**config.mk**
```make
export PLATFORM = sky130hd
export DESIGN_NAME = branch_predictor
export DESIGN_NICKNAME = d
export VERILOG_FILES = /design/src/rtl/branch_predictor.sv
export SDC_FILE = /design/constraint.sdc
export NUM_CORES = 1
export LEC_CHECK = 0
export BUFFER_PORTS_ARGS = -buffer_cell sky130_fd_sc_hd__buf_2
export CAP_MARGIN = 20
export CORE_ASPECT_RATIO = 0.5
export CORE_UTILIZATION = 45
export CTS_CLUSTER_DIAMETER = 120
export DETAILED_ROUTE_END_ITERATION = 12
export GPL_TIMING_DRIVEN = 0
export MAX_ROUTING_LAYER = met4
export PLACE_DENSITY = 0.69
export SYNTH_ARGS = -nofsm -noshare
export SYNTH_HDL_FRONTEND = slang
export SYNTH_SLANG_ARGS = --single-unit
```
**constraint.sdc**
```tcl
create_clock -name clk -period 20.8 [get_ports clk]
set_clock_uncertainty 0.15 [all_clocks]
set_input_delay 1.04 -clock clk [delete_from_list [all_inputs] [get_ports clk]]
set_output_delay 1.04 -clock clk [all_outputs]
set_load 0.05 [all_outputs]
```
**src/rtl/branch_predictor.sv**
```systemverilog
// ---------------------------------------------------------------------------
// branch_predictor
//   IF-stage dynamic branch predictor: a direct-mapped BTB where every entry
//   holds valid, tag, target and a 2-bit saturating direction counter.
//
//   Lookup is purely combinational from IF_pc. Training happens at the clock
//   edge from the EXE-stage resolution.
//
//   Optional feature macro: BP_STATS_EN
//     When defined, adds the Flush input and the stat_lookups/stat_misses
//     counters. When undefined, those ports and counters do not exist.
//
// Ports
//   clk, rst        clock; asynchronous active-high reset
//   IF_pc           IF-stage PC used for the lookup
//   BP_taken        predicted taken (hit and counter MSB set)
//   BP_target_pc    predicted target on a hit, otherwise 0
//   E_En            EXE holds a branch/jump, i.e. a train request
//   E_pc            PC of the EXE instruction
//   E_Branch_taken  resolved direction
//   E_target_pc     resolved target
//   Stall_MA        memory stall; blocks training
//   Flush           mispredict flush                  (BP_STATS_EN)
//   stat_lookups    number of trained branches        (BP_STATS_EN)
//   stat_misses     number of mispredicts             (BP_STATS_EN)
//
// Train qualifier: there is no ready path back to EXE. A train request is
// accepted at the rising edge of clk exactly when E_En=1 and Stall_MA=0.
// Stall_MA holds the same EXE instruction in place, so blocking the train
// while it is high keeps that instruction from being counted twice.
// ---------------------------------------------------------------------------
module branch_predictor #(
    parameter int memAddrWidth = 15,
    parameter int ENTRIES      = 16
) (
    input  logic                    clk,
    input  logic                    rst,
    input  logic [memAddrWidth-1:0] IF_pc,
    output logic                    BP_taken,
    output logic [memAddrWidth-1:0] BP_target_pc,
    input  logic                    E_En,
    input  logic [memAddrWidth-1:0] E_pc,
    input  logic                    E_Branch_taken,
    input  logic [memAddrWidth-1:0] E_target_pc,
    input  logic                    Stall_MA
`ifdef BP_STATS_EN
    ,
    input  logic                    Flush,
    output logic [31:0]             stat_lookups,
    output logic [31:0]             stat_misses
`endif
);

    localparam int IDXW = $clog2(ENTRIES);
    localparam int TAGW = memAddrWidth - IDXW - 2;

    // BTB storage
    logic                    valid_q  [ENTRIES];
    logic [TAGW-1:0]         tag_q    [ENTRIES];
    logic [memAddrWidth-1:0] target_q [ENTRIES];
    logic [1:0]              cnt_q    [ENTRIES];

    // Instructions are word aligned, so PC bits [1:0] never take part
    // in the index or the tag.
    logic unused_pc_lsbs;
    assign unused_pc_lsbs = &{1'b0, IF_pc[1:0], E_pc[1:0]};

    logic [IDXW-1:0] if_idx;
    logic [TAGW-1:0] if_tag;
    logic [IDXW-1:0] e_idx;
    logic [TAGW-1:0] e_tag;

    assign if_idx = IF_pc[IDXW+1:2];
    assign if_tag = IF_pc[memAddrWidth-1:IDXW+2];
    assign e_idx  = E_pc[IDXW+1:2];
    assign e_tag  = E_pc[memAddrWidth-1:IDXW+2];

    // Lookup. There is no bypass from a training write in the same cycle:
    // the stored entry only changes at the clock edge.
    logic if_hit;

    always_comb begin
        if_hit       = valid_q[if_idx] && (tag_q[if_idx] == if_tag);
        BP_taken     = if_hit & cnt_q[if_idx][1];
        BP_target_pc = if_hit ? target_q[if_idx] : '0;
    end

    // Train-side decode
    logic       train_en;
    logic       e_hit;
    logic [1:0] e_cnt;
    logic [1:0] cnt_inc;
    logic [1:0] cnt_dec;

    always_comb begin
        train_en = E_En & ~Stall_MA;
        e_hit    = valid_q[e_idx] && (tag_q[e_idx] == e_tag);
        e_cnt    = cnt_q[e_idx];
        cnt_inc  = (e_cnt == 2'b11) ? 2'b11 : e_cnt + 2'd1;
        cnt_dec  = (e_cnt == 2'b00) ? 2'b00 : e_cnt - 2'd1;
    end

    always_ff @(posedge clk or posedge rst) begin
        if (rst) begin
            for (int i = 0; i < ENTRIES; i++) begin
                valid_q[i]  <= 1'b0;
                tag_q[i]    <= '0;
                target_q[i] <= '0;
                cnt_q[i]    <= 2'b01;
            end
        end else if (train_en) begin
            if (e_hit) begin
                if (E_Branch_taken) begin
                    cnt_q[e_idx]    <= cnt_inc;
                    target_q[e_idx] <= E_target_pc;
                end else begin
                    // A not-taken resolution keeps the last taken target.
                    cnt_q[e_idx] <= cnt_dec;
                end
            end else begin
                // A miss allocates or replaces the entry. The counter starts
                // in the weak state that matches the first outcome.
                valid_q[e_idx]  <= 1'b1;
                tag_q[e_idx]    <= e_tag;
                target_q[e_idx] <= E_target_pc;
                cnt_q[e_idx]    <= E_Branch_taken ? 2'b10 : 2'b01;
            end
        end
    end

`ifdef BP_STATS_EN
    // Saturating event counters. A flush marks the trained branch as
    // mispredicted.
    always_ff @(posedge clk or posedge rst) begin
        if (rst) begin
            stat_lookups <= '0;
            stat_misses  <= '0;
        end else if (train_en) begin
            if (stat_lookups != 32'hFFFF_FFFF) begin
                stat_lookups <= stat_lookups + 32'd1;
            end
            if (Flush && (stat_misses != 32'hFFFF_FFFF)) begin
                stat_misses <= stat_misses + 32'd1;
            end
        end
    end
`endif

endmodule

```
==> summary.md <==
| Metric | Value |
|---|---|
| FP Rows | 57 |
| Setup Fix Bufs, Post-CTS | 0 |
| GP Congestion | 0.902 |
| Setup violators final | 0 |
| Final nets | 1545 |
| # fillers | 3980 |
| Max Freq | 147 MHz |
| Slew Limit Fails | 0 |
| Max-cap violations | 0 |
| Buffers and inverters on the worst path | 4 |
| Clock slew at reported path FFs | 0.07 ns |
| Crit end category | primary output |
| Hold Crit Class | reg -> reg |
| Via density | 6.14 |
| Startpoint Class | input port |
| RSZ-0062 raised after global routing | false |
| Synth unique cells | 55 |
| EDFF count, synth | 0 |
| Comb pwr share | 0.198 |
| CP cell instances | clkbuf_1 > buf_1 > mux4_2 > mux4_2 > xor2_1 > nor4_1 > nand4_1 > clkbuf_1 > nor2b_1 > buf_2 |
| Minimum clock period | 6.78 ns |
| Reg power frac | 0.469 |
| Post_cts resized | 0 |
| Clk root buf | clkbuf_16 |
| I/O pin count | 66 |
| Cells after DPL | 2097 |
| Sequential cell area fraction in the yosys report | 0.484 |
| Final Non-Filler Cells | 2179 |
| Power Internal | 0.00174 W |
| Clock net sink count | 432 |
| Design Power | 0.00238 W |
| Die extent in y | 160 um |
| Syn Area/Cell | 16.1 um2 |
| Status | finished clean |
| CTS tree | yes |
| FFs w/ async S/R, synth | 1.00 |
| Chip Width | 317 um |
| Clock Latency Late Sink | 0.58 ns |
| Power Density | 95.0 nW/um2 |
| Cells after Synth | 1388 |
| Max stage delay on crit path | 0.81 ns |
| Dominant synthesized flop cell | dfrtp_1 |
| Longest Clk Path Bufs | 3 |
| P_leak | 10.8 nW |
| Starting Density | 0.458 |
| Clk pwr share | 0.333 |
| DRT Pass-1 Iters | 7 |
| Core Region | 48800 um2 |
| #FFs+latches synth | 432 |
| Critical-path maximum fanout | 10 |
| Commonest non-fill, non-tap cell in the layout | dfrtp_1 |
| Hold-fix buffers, CTS | 0 |
| Crit path DAT | 5.59 ns |
| Initial antenna violation count | 0 |
| Worst slew margin relative to its limit | 0.238 |
| Final ANT Viol Nets | 0 |
| DRT Wirelength | 60.5 mm |
| Starting DRT DRC Count | 1226 |
| Synth Cell Area | 22400 um2 |
| Die footprint | 50600 um2 |
| Mean routed wirelength per cell | 27.8 um |
| P_sw | 0.000635 W |
| Total GRT Usage | 0.253 |
| Mapped Nets | 1438 |
| CP required | 19.61 ns |
| Commonest non-fill, non-tap cells in the layout | dfrtp_1 (416), mux2_2 (234), mux4_2 (159), mux2_4 (156), buf_2 (72) |
| CP delay by family, top | buffers and inverters |
| Flop-to-flop setup slack | 17.15 ns |
| Setup tns final | 0 ns |
| WS Path Type | in -> out |
| First-pass GRT wire length | 92.4 mm |
| Final hold viol count | 0 |
| DR vias | 13400 |
| Number of I/O port buffers | 54 |
| Htree depth | 2 |
| Maximum number of pins on one net before global-route repair | 134 |
| Clock buffer count from CTS | 42 |
| Slowest-stage cell, CP | buf_1 |
| Share of layout cells above drive strength 1 | 0.526 |
| Final HPWL DP | 39.7 mm |
| Ys Warns | 0 |
| Drt drc | 0 |
| Layout area overhead | 12.0% |
| Vias in the first global route | 14300 |
| Total gr overflow | 0 |
| Peak supply drop | 55.5 uV |
| Period utilization | 0.326 |
| Slew @ Worst Pin | 1.14 ns |
| Sw Ratio | 0.267 |
[synth_stat cells (all sizes together), types with 3 or more instances]
library cell / instances / share of area
o21ai: 43 / 0.0096
a22oi: 9 / 0.0030
nor2: 21 / 0.0076
buf: 58 / 0.022
a22o: 5 / 0.0020
and3: 4 / 0.0011
mux2: 390 / 0.22
clkbuf: 51 / 0.0086
a21oi: 22 / 0.013
mux4: 166 / 0.17
xnor2: 6 / 0.0024
nand2: 37 / 0.0062
dfstp: 16 / 0.019
nand3: 3 / 0.00067
nand2b: 12 / 0.0034
dfrtp: 416 / 0.47
a31oi: 3 / 0.00084
a41oi: 3 / 0.0012
or2: 16 / 0.0045
nor3: 5 / 0.0011
inv: 5 / 0.00084
or3: 3 / 0.00084
nor2b: 24 / 0.0067
xor2: 9 / 0.0035
mux2i: 37 / 0.017
[metrics by stage]
step | hold WS [ns] | area (um2) | utilization | setup WS (ns)
5_1_grt | 0.354 | 25000 | 0.513 | 13.81
4_1_cts | 0.337 | 25000 | 0.513 | 13.94
6_report | 0.339 | 25000 | 0.513 | 14.02
3_3_place_gp | 0.318 | 23400 | 0.481 | 4.09
3_5_place_dp | 0.320 | 23600 | 0.483 | 13.96
2_1_floorplan | 0.296 | 22400 | - | 7.60
[flip-flops by register name (all words and copies together) (netlist names)]
register,count
cnt_q,32
tag_q,144
target_q,240
valid_q,16
[worst reg2reg max path: cells and delay by family, from the launching register on]
kind                   cells  cell delay, ns
buffers and inverters      2            0.55
AO/OA/AOI/OAI              1            0.14
flip-flops                 1            0.40
AND/OR/NAND/NOR            3            0.95
XOR/XNOR                   1            0.15
multiplexers               3            1.14
[worst paths after layout]
kind,end,start,depth (start not counted)
worst max-delay path,BP_target_pc[4],IF_pc[2],10
worst min-delay path,valid_q[9]$_DFFE_PP0P_,valid_q[9]$_DFFE_PP0P_,1
max in group asynchronous,target_q[201]$_DFFE_PP0P_,rst,4
min in group asynchronous,tag_q[141]$_DFFE_PP0P_,rst,2
worst min register to register,valid_q[9]$_DFFE_PP0P_,valid_q[9]$_DFFE_PP0P_,1
worst max register to register,tag_q[37]$_DFFE_PP0P_,tag_q[74]$_DFFE_PP0P_,10
[final cells by class]
| cell class | instances | area [um2] | share of cell area |
|---|---|---|---|
| well taps | 649 | 812 | 0.0324 |
| clock inverters | 27 | 270 | 0.0108 |
| diodes | 1 | 2.50 | 0.0000999 |
| clock buffers | 51 | 1150 | 0.0461 |
| flip-flops and latches | 432 | 10800 | 0.432 |
| repair buffers | 63 | 439 | 0.0175 |
| multi-input cells | 841 | 10800 | 0.432 |
| inverters | 6 | 31.3 | 0.00125 |
| plain buffers | 109 | 674 | 0.0269 |
[cell families after synthesis]
logic type / count (synthesis) / share of synthesized area
mux: 593 / 0.408
xor+xnor: 15 / 0.00588
compound gates: 100 / 0.0364
simple gates: 133 / 0.0346
buf+inv: 115 / 0.0312
flops: 432 / 0.484
[routing by layer]
metal  vias to the layer above  global-route usage  wire length, um
li1                       5490                   -                -
met1                      7221               0.336            25400
met2                       541               0.384            28800
met3                       137              0.0531             3980
met4                         0              0.0961             2270
met5                         -                   -                0
[power groups by stage]
stage | sequential, W | combinational (W) | clock (W)
after CTS | 0.00111 | 0.000471 | 0.000804
after global routing | 0.00113 | 0.000503 | 0.000841
final | 0.00112 | 0.000471 | 0.000792
after detailed placement | 0.00113 | 0.000469 | 0
after floorplan | 0.00109 | 0.000380 | 0
after global placement | 0.00111 | 0.000448 | 0
No activity file was read; power rests on OpenSTA's default activity.
